### src/rtl/seq_mag_comparator.sv
// Multi-cycle magnitude comparator: walks the operands CHUNK bits per cycle, MSB first, stopping on the first differing chunk.
// Optional two's-complement compare is built only when SEQ_CMP_SIGNED_EN is defined.
module seq_mag_comparator #(
    parameter int WIDTH = 8,
    parameter int CHUNK = 2
) (
    input  logic             clk,
    input  logic             rst,
    input  logic             start,
    input  logic             signed_mode,
    input  logic [WIDTH-1:0] a,
    input  logic [WIDTH-1:0] b,
    output logic             ready,
    output logic             done,
    output logic             eq,
    output logic             lt,
    output logic             gt
);
    localparam int NCHUNK = WIDTH / CHUNK;
    localparam int IDX_W  = (NCHUNK > 1) ? $clog2(NCHUNK) : 1;

    typedef enum logic {IDLE, RUN} state_t;

    state_t             state, state_nxt;
    logic [WIDTH-1:0]   a_cap, b_cap;
    logic [WIDTH-1:0]   a_q, b_q;
    logic [IDX_W-1:0]   idx;
    logic [CHUNK-1:0]   a_chunk, b_chunk;
    logic               chunk_gt, chunk_lt, last_chunk, finish, accept;

`ifdef SEQ_CMP_SIGNED_EN
    // Flipping both sign bits maps two's-complement order onto unsigned order.
    assign a_cap = {a[WIDTH-1] ^ signed_mode, a[WIDTH-2:0]};
    assign b_cap = {b[WIDTH-1] ^ signed_mode, b[WIDTH-2:0]};
`else
    logic unused_signed_mode;
    assign unused_signed_mode = signed_mode;
    assign a_cap = a;
    assign b_cap = b;
`endif

    assign accept     = (state == IDLE) && start;
    assign a_chunk    = a_q[idx*CHUNK +: CHUNK];
    assign b_chunk    = b_q[idx*CHUNK +: CHUNK];
    assign chunk_gt   = a_chunk > b_chunk;
    assign chunk_lt   = a_chunk < b_chunk;
    assign last_chunk = (idx == '0);
    assign finish     = chunk_gt || chunk_lt || last_chunk;

    always_ff @(posedge clk or posedge rst) begin
        if (rst) state <= IDLE;
        else     state <= state_nxt;
    end

    always_comb begin
        state_nxt = state;
        case (state)
            IDLE: if (start)  state_nxt = RUN;
            RUN:  if (finish) state_nxt = IDLE;
            default:          state_nxt = IDLE;
        endcase
    end

    always_comb begin
        ready = (state == IDLE);
    end

    // Operand latches carry no reset: they are only read after a capture.
    always_ff @(posedge clk) begin
        if (accept) begin
            a_q <= a_cap;
            b_q <= b_cap;
        end
    end

    always_ff @(posedge clk or posedge rst) begin
        if (rst) begin
            idx  <= '0;
            done <= 1'b0;
            eq   <= 1'b0;
            lt   <= 1'b0;
            gt   <= 1'b0;
        end else if (accept) begin
            idx  <= IDX_W'(NCHUNK - 1);
            done <= 1'b0;
            eq   <= 1'b0;
            lt   <= 1'b0;
            gt   <= 1'b0;
        end else if (state == RUN) begin
            done <= finish;
            if (finish) begin
                gt <= chunk_gt;
                lt <= chunk_lt;
                eq <= !chunk_gt && !chunk_lt;
            end else begin
                idx <= idx - 1'b1;
            end
        end else begin
            done <= 1'b0;
        end
    end
endmodule
### config.mk
export PLATFORM = sky130hd
export DESIGN_NAME = seq_mag_comparator
export DESIGN_NICKNAME = d
export VERILOG_FILES = /design/src/rtl/seq_mag_comparator.sv
export SDC_FILE = /design/constraint.sdc
export NUM_CORES = 1
export LEC_CHECK = 0
export CORE_MARGIN = 4
export CORE_UTILIZATION = 53
export CTS_BUF_LIST = sky130_fd_sc_hd__clkbuf_8
export DETAILED_ROUTE_END_ITERATION = 7
export PLACE_DENSITY = 0.89
export SLEW_MARGIN = 20
export SYNTH_ARGS = -nofsm -noshare
export SYNTH_HDL_FRONTEND = slang
export SYNTH_SLANG_ARGS = --single-unit
### constraint.sdc
create_clock -name clk -period 3.3 [get_ports clk]
set_input_delay 0.66 -clock clk [delete_from_list [all_inputs] [get_ports clk]]
set_output_delay 0.66 -clock clk [all_outputs]
set_load 0.01 [all_outputs]
Word-level counts from Yosys, hierarchy flattened
Index checks and enable logic that the tools add are counted.
- $add $sub $neg: 1
- order comparisons: 2
- equal/unequal tests: 1
- shift-type cells: 2
- muxes and demuxes: 17
- bitwise gates (word level): 1
- reduce and logical (&&, ||, !) cells: 11
- operators by type and width (operator ; count):
    8-bit by 4-bit variable part select with 2-bit output ; 2
    1-bit two-way mux ; 13
    2-bit two-way mux ; 3
    2-bit AND reduction ; 2
    2-bit nonzero test ; 2
    2-bit > comparator ; 1
    1-bit logical AND ; 2
    1-bit logical NOT ; 2
    2-bit logical NOT ; 1
    1-bit logical OR ; 2
    2-bit less-than comparator ; 1
    2-bit by 1-bit inequality test with 1-bit output, second input constant ; 1
    1-bit case mux with 2 select lines ; 1
    2-bit by 1-bit subtractor with 2-bit output, second input constant ; 1
    1-bit NOT ; 1
- register bits after elaboration: 23
- input port bits: 20
- output and inout port bits: 5
- word-level logic and storage cells: 43

Logic depth before layout (Yosys ltp)
Gate-level depths: netlist (run 1).
- word-level depth: 7
- depth in mapped cells: 7
- gate-level depth less buffers: 6

Worst setup path before layout (run 1)
OpenSTA, ideal clock, no wires.
- path kind: register -> register
- start: register idx[0]
- end: register idx[0]
- arrival time: 2023 ps
- required time: 3172 ps
- path slack: 1148 ps
- stages on the path, launching flop included: 7
- buffers on the path: 1
- period minus slack after synthesis: 2152 ps
- cell sequence: dfrtp_1 buf_2 mux4_2 ha_1 nand2_1 or4_4 mux2i_1
- cells in the longest elaborated chain, start to end: 6
- elaborated cells on any way between the ends: 13
- ends and longest elaborated chain (what ; line ; source):
    start: declaration ; 27 ; logic [IDX_W-1:0] idx;
    start signal: assignment ; 84 ; idx <= IDX_W'(NCHUNK - 1);
    start signal: assignment ; 96 ; idx <= idx - 1'b1;
    8-bit by 4-bit variable part select with 2-bit output (on tied branches) ; 43, 44 ;
    2-bit > comparator / 2-bit less-than comparator (equally long branches) ; 45, 46 ;
    1-bit logical OR (2 in a row) ; 48 ; assign finish = chunk_gt || chunk_lt || last_chunk;
    2-bit by 1-bit inequality test with 1-bit output (no source line) ; n/a ;
    2-bit AND reduction (no source line) ; n/a ;
Parallel ways exist; a longest one is shown, timed or not. The select of a mux whose other input is x is not followed.
A chain may end at the register's enable or synchronous reset.

Final worst setup path (run 1)
- start: register idx[0]
- end: register idx[1]
Same word-level chain as after synthesis.

==> results of run 1 <==
cell families after synthesis:
family | after synthesis | synth area share
and+or+nand+nor | 17 | 0.09748
DFF | 23 | 0.6633
muxes | 5 | 0.1013
adders and majority gates | 3 | 0.03798
AOI/OAI and AO/OA | 6 | 0.05063
buffers and inverters | 10 | 0.04937
flip-flops by register name, indices dropped and copies added (netlist names):
signal  flops
b_q         8
gt          1
a_q         8
lt          1
idx         2
eq          1
state       1
done        1
worst max-delay path, delay by kind of cell (launching register included):
| family | cells | cell delay [ns] |
|---|---|---|
| adders and majority gates | 1 | 0.31 |
| and+or+nand+nor | 2 | 0.54 |
| muxes | 1 | 0.57 |
| DFF | 1 | 0.54 |
| AOI/OAI and AO/OA | 1 | 0.34 |
layout by cell type, fill, tap and decap left out:
master,netlist,final
a22o_1,1,1
a311oi_1,1,1
and2_2,1,1
and2b_2,1,1
clkbuf_8,0,3
clkdlybuf4s50_1,0,23
clkinv_2,0,1
dfrtp_1,7,7
edfxtp_1,16,16
ha_1,3,3
inv_1,7,7
inv_4,1,1
mux2i_1,1,1
mux4_2,4,4
nand2_1,4,4
nand2b_1,1,1
nor2_1,2,2
nor2b_1,2,2
nor3_1,3,3
nor4_1,1,1
o211ai_1,2,2
o22a_1,1,1
o32ai_1,1,1
or3_1,1,1
or4_4,1,1
area by class of cell:
| class | instances | area [um2] | area share |
|---|---|---|---|
| Clock inverter | 1 | 5.005 | 0.003910 |
| Timing Repair Buffer | 23 | 230.2 | 0.1799 |
| Inverter | 8 | 32.53 | 0.02542 |
| Multi-Input combinational cell | 31 | 284.0 | 0.2219 |
| Clock buffer | 3 | 41.29 | 0.03226 |
| Tap cell | 25 | 31.28 | 0.02444 |
| Sequential cell | 23 | 655.6 | 0.5122 |
cells in the mapped netlist (2+ instances only):
cell type / instances / area share
nor2b_1: 2 / 0.013
dfrtp_1: 7 / 0.18
ha_1: 3 / 0.038
o211ai_1: 2 / 0.015
nor2_1: 2 / 0.0076
nor3_1: 3 / 0.015
inv_1: 7 / 0.027
edfxtp_1: 16 / 0.49
mux4_2: 4 / 0.091
nand2_1: 4 / 0.015
metrics by stage:
stage	cell area, um2	instances
2_1_floorplan	988.4	64
3_3_place_gp	1234	110
3_5_place_dp	1234	110
4_1_cts	1280	114
5_1_grt	1280	114
6_report	1280	114
metal layers:
metal	vias to the layer above	track usage
met5	-	0
met4	0	0.1076
met3	6	0.04665
met2	24	0.2275
met1	278	0.1297
li1	287	-
worst min path at each step:
stage	from	to	slack [ns]
5_1_grt	eq$_DFFE_PP0P_	eq$_DFFE_PP0P_	0.54
3_5_place_dp	eq$_DFFE_PP0P_	eq$_DFFE_PP0P_	0.50
6_report	eq$_DFFE_PP0P_	eq$_DFFE_PP0P_	0.51
2_1_floorplan	rst	done$_DFF_PP0_	0.46
3_3_place_gp	eq$_DFFE_PP0P_	eq$_DFFE_PP0P_	0.50
4_1_cts	eq$_DFFE_PP0P_	eq$_DFFE_PP0P_	0.52
where the power goes:
group	switching, mW	leakage (nW)	internal [mW]
Sequential	0.0552	0.236	0.384
Clock	0.0818	0.0255	0.0840
Combinational	0.158	0.249	0.184
Total	0.295	0.510	0.652
==> key figures, run 1 <==
Outcome
  • Outcome: finished, final reports clean

Layout
  • Share of layout cells above drive strength 1: 0.1348
  • N_diodes: 0
  • Utilization after layout: 0.7333
  • Final net count: between 100 and 150
  • Fill cells: 122
  • Area delta synth->final: 29.49%

Global routing
  • Initial antenna violation count: 0
  • Total grt overflow: 0
  • Largest net degree at the start of global routing: 19
  • GRT Total Usage: 0.1339
  • First-pass GRT wire length: 2.490 mm
  • Vias in the first global route: 631

Power
  • Power, Total: 0.9469 mW
  • Worst VDD drop: 0.0004445 V
  • PwrDens: 739.8 nW/um2
  • Lkg Pwr: 0.5098 nW

Detailed routing
  • DR WL met3: approximately 130 um
  • DR WL/cell: 13.66 um
  • Routed Antenna Nets: 0
  • Routed length on met1: 612 um
  • DRC Markers: 0
  • First DRT Iteration DRCs: 1
  • Max Used Layer: met4
  • Vias: 595
  • Met2 WL post-DR: 757 um
  • Final WL: 1.557 mm
  • Initial DRT Pass Iterations: 3
  • DR vias/cell: 5.219

Yosys
  • Ys async rst share: 0.3043
  • Post-synth top flop: edfxtp_1
  • Seq/Total Area, Yosys: 0.6633
  • Warnings from Yosys: 0
  • Distinct cells, synth: 24
  • Mapped cell area: 988.4 um2
  • Mapped Cells: 64
  • Synthesized flop and latch total: 23
  • Post-synth EDFFs: 16
  • Synth Net Count: 87
  • Syn avg cell area: 15.44 um2

Worst setup path
  • Critical Path, Cell by Cell: mux4_2 > ha_1 > nand2_1 > or3_1 > a311oi_1
  • Crit path launch: idx[0]$_DFFE_PP0P_
  • Setup CP Type: flip-flop to flip-flop
  • Crit path capture: idx[1]$_DFFE_PP0P_
  • Reg2reg start: idx[0]$_DFFE_PP0P_
  • Crit path DAT: 2.55 ns
  • Reg2reg setup slack: 0.90 ns
  • Crit-path max cell delay: 0.57 ns
  • Worst setup EP type: flip-flop
  • Worst path required time: 3.45 ns
  • CP Max Fanout: 7
  • Worst setup SP type: flip-flop
  • Cells on worst reg2reg path: 5
  • R2r endpoint: idx[1]$_DFFE_PP0P_
  • Max stage delay cell, worst path: mux4_2

STA
  • Unrepaired setup endpoints after global routing: no
  • Setup TNS: 0 ns
  • Worst-Margin Slew: roughly 0.38 ns
  • Min Tclk post-route: 2.400 ns
  • Hold WS: 0.5113 ns
  • Tcrit/Tclk final: 0.7272
  • Setup violators final: 0
  • Slew Limit Fails: 0
  • Worst slew margin: 0.7460
  • Fmax: 416.7 MHz
  • Fin. Hold Viols: 0
  • Skew final: between 0.003 and 0.004 ns
  • Post-route setup slack: 0.9002 ns

Floorplanning
  • Die X: 51.19 um
  • FP Rows: 15
  • Number of I/O pins: 25
  • Die area: 2620 um2
  • Initial Utilization: 0.5663
  • Core area: 1745 um2
  • Height of the die: 51.19 um

Clocking
  • Clock sinks: 23
  • CTS tree: built
  • Cts repair resizes: 0
  • Clk_lat worst skew: roughly 0.26 ns
  • H-tree depth: 1
  • Hold-fix buffers at CTS: 0
  • CTS Buffer Depth: 2
  • Root buf cell: clkbuf_8
  • Clk slew on worst S/H paths: 0.08 ns
  • Post-CTS setup buffer count: 0
  • TritonCTS Buffers: 3

Placed design
  • IO buf count: 23
  • Routability cong.: 0.8138
  • Pre-CTS setup slack: about 0.87 ns
  • Hpwl dp: 1.247 mm

Worst hold path
  • Cell count of the worst hold path: 1
  • Hold/Removal Path Class: flip-flop to flip-flop

Job
  • Max_cap viols: 0
No activity file was read; power rests on OpenSTA's default activity.
==> run 2: changes to the inputs <==
Settings changed: CORE_ASPECT_RATIO set to 1.5, CORE_UTILIZATION 53 to 45, PLACE_DENSITY 0.89 to 0.81.
Clock period 3.3 ns to 2.05 ns, I/O delays scaled along.
==> key figures, run 2 (synthesis gave the netlist of run 1 again) <==
Layout
  • Commonest non-fill, non-tap cell in the layout: clkdlybuf4s50_1
  • Area delta synth->final: 40.51%
  • Share of layout cells above drive strength 1: 0.2872
  • N_diodes: 0
  • Final net count: 118
  • Cell Count, Final, Fillers Out: 116
  • Top Registers: a_q (8), b_q (8), idx (2)
  • Most frequent cells in the layout: 23 x clkdlybuf4s50_1, 16 x edfxtp_1, 7 x inv_1

Clocking
  • Clk_lat worst skew: ~0.26 ns
  • Clk slew on worst S/H paths: roughly 0.080 ns
  • CTS tree: built
  • Clock sinks: 23
  • CTS Buffer Depth: 2
  • Hold-fix buffers at CTS: 0
  • Post-CTS setup buffer count: 0
  • H-tree depth: 1
  • Root buf cell: clkbuf_8
  • TritonCTS Buffers: 3

Power
  • Comb pwr share: 0.476
  • Lkg Pwr: 0.5474 nW
  • Total internal power: 1.260 mW
  • PwrDens: 1363 nW/um2
  • Clk pwr share: 0.144
  • Sw Ratio: 0.3340
  • Power, Total: ~1.9 mW
  • Psw: roughly 0.63 mW
  • Flop pwr share: 0.379
  • Worst VDD drop: 0.0007533 V

Placed design
  • Placed insts: 112
  • Hpwl dp: 1.407 mm
  • IO buf count: 23
  • Routability cong.: 0.8043

Detailed routing
  • Initial DRT Pass Iterations: 4
  • DR vias/cell: 5.672
  • Vias: 658
  • DR WL/cell: 16.62 um
  • DRC Markers: 0
  • Final WL: 1.928 mm
  • Routed Antenna Nets: 0
  • First DRT Iteration DRCs: 2

Global routing
  • Largest net degree at the start of global routing: 19
  • GR Util met2: 0.2621
  • Met3 GRT Util: 0.03014
  • Initial antenna violation count: 0
  • GRT Total Usage: 0.1422
  • Vias in the first global route: 715
  • First-pass GRT wire length: 2.980 mm
  • Total grt overflow: 0
  • Busiest grt layer: met2
  • Met1 usage: 0.1289

Floorplanning
  • Die area: 3026 um2
  • Height of the die: 65.40 um
  • Die X: approximately 46 um
  • Number of I/O pins: 25
  • Core area: around 2000 um2
  • FP Rows: 20
  • Initial Utilization: 0.4817

Worst setup path
  • R2r endpoint: idx[0]$_DFFE_PP0P_
  • Crit path DAT: ~2.3 ns
  • Setup CP Type: flip-flop to flip-flop
  • Reg2reg setup slack: -0.08 ns
  • Cells on worst reg2reg path: 5
  • Worst setup EP type: flip-flop
  • Worst path required time: about 2.2 ns
  • Crit-path max cell delay: 0.56 ns
  • Reg2reg start: idx[0]$_DFFE_PP0P_
  • CP Max Fanout: 5
  • Worst setup SP type: flip-flop
  • Critical Path, Cell by Cell: mux4_2 > ha_4 > nand2_4 > or4_4 > mux2i_1
  • Max stage delay cell, worst path: mux4_2

STA
  • Slew Limit Fails: 0
  • Worst-Margin Slew: 0.4012 ns
  • Worst slew margin: 0.7325
  • Fin. Hold Viols: 0
  • Skew final: between 0.002 and 0.0025 ns
  • Setup violators final: 3
  • Fmax: 468.7 MHz
  • Tcrit/Tclk final: 1.041
  • Min Tclk post-route: 2.133 ns
  • Post-route setup slack: -0.08344 ns
  • Unrepaired setup endpoints after global routing: yes

Worst hold path
  • Hold/Removal Path Class: primary input to async pin

Job
  • Max_cap viols: 0

Outcome
  • Failing checks: negative setup slack
  • Outcome: finished with violations
-- run 2: cell count changes in the layout (fill, tap and decap cells not counted), moves of 2 or more --
cell | before | now
buf_4 | 0 | 5
ha_1 | 3 | 1
ha_4 | 0 | 2
nor2b_1 | 2 | 0
nor2b_2 | 0 | 2
-- run 2: worst max path at each step --
stage                            start            endpoint  slack, ns  cells past startpoint
detailed placement  idx[0]$_DFFE_PP0P_      gt$_DFFE_PP0P_      -0.20                      5
finish              idx[0]$_DFFE_PP0P_  idx[0]$_DFFE_PP0P_      -0.08                      5
global placement    idx[0]$_DFFE_PP0P_      gt$_DFFE_PP0P_      -0.17                      5
CTS                 idx[0]$_DFFE_PP0P_      gt$_DFFE_PP0P_      -0.10                      5
floorplan           idx[0]$_DFFE_PP0P_      gt$_DFFE_PP0P_     -0.008                      6
global route        idx[0]$_DFFE_PP0P_      gt$_DFFE_PP0P_      -0.17                      5
-- run 2: layout make-up --
type | instances | area [um2]
fill | 162 | 663.1
sequential | 23 | 656.9
multi-input combinational | 31 | 357.8
timing repair buffer | 28 | 267.8
clock buffer | 3 | 41.29
inverter | 8 | 32.53
tap | 22 | 27.53
clock inverter | 1 | 5.005
-- run 2: metal layers --
metal | wire length, um | vias up
met5 | 0 | -
li1 | - | 301
met2 | 1111 | 32
met4 | 54 | 0
met1 | 646 | 317
met3 | 115 | 8
-- run 2: power groups by stage --
| stage | Combinational [mW] | Sequential, mW | Clock (mW) |
|---|---|---|---|
| after floorplan | 0.534 | 0.676 | 0 |
| after global placement | 0.724 | 0.712 | 0 |
| after detailed placement | 0.764 | 0.724 | 0 |
| after CTS | 0.797 | 0.718 | 0.279 |
| after global routing | 0.983 | 0.733 | 0.301 |
| final | 0.902 | 0.718 | 0.273 |
-- run 2: timing repair --
action	CTS	global route
resized for setup	2	7
endpoints found under the setup margin	7	7
pin swaps	4	3
-- run 2: through the flow --
stage / area, um2 / hold WS, ns / TNS, ns / worst slack (ns) / util
after global placement: 1300 / 0.4964 / -0.5860 / -0.1650 / 0.6335
after detailed placement: 1300 / 0.5024 / -0.8631 / -0.1960 / 0.6335
after global routing: 1389 / 0.3869 / -0.6270 / -0.1750 / 0.6768
after floorplan: 1027 / 0.2134 / -0.007695 / -0.007695 / -
final: 1389 / 0.3729 / -0.2262 / -0.08344 / 0.6768
after CTS: 1355 / 0.3786 / -0.3530 / -0.1039 / 0.6604
-- run 2: critical path, delay by kind of cell, from the launching register on --
family | cells | cell delay [ns]
adders and majority gates | 1 | 0.30
DFF | 1 | 0.47
and+or+nand+nor | 2 | 0.55
muxes | 2 | 0.69
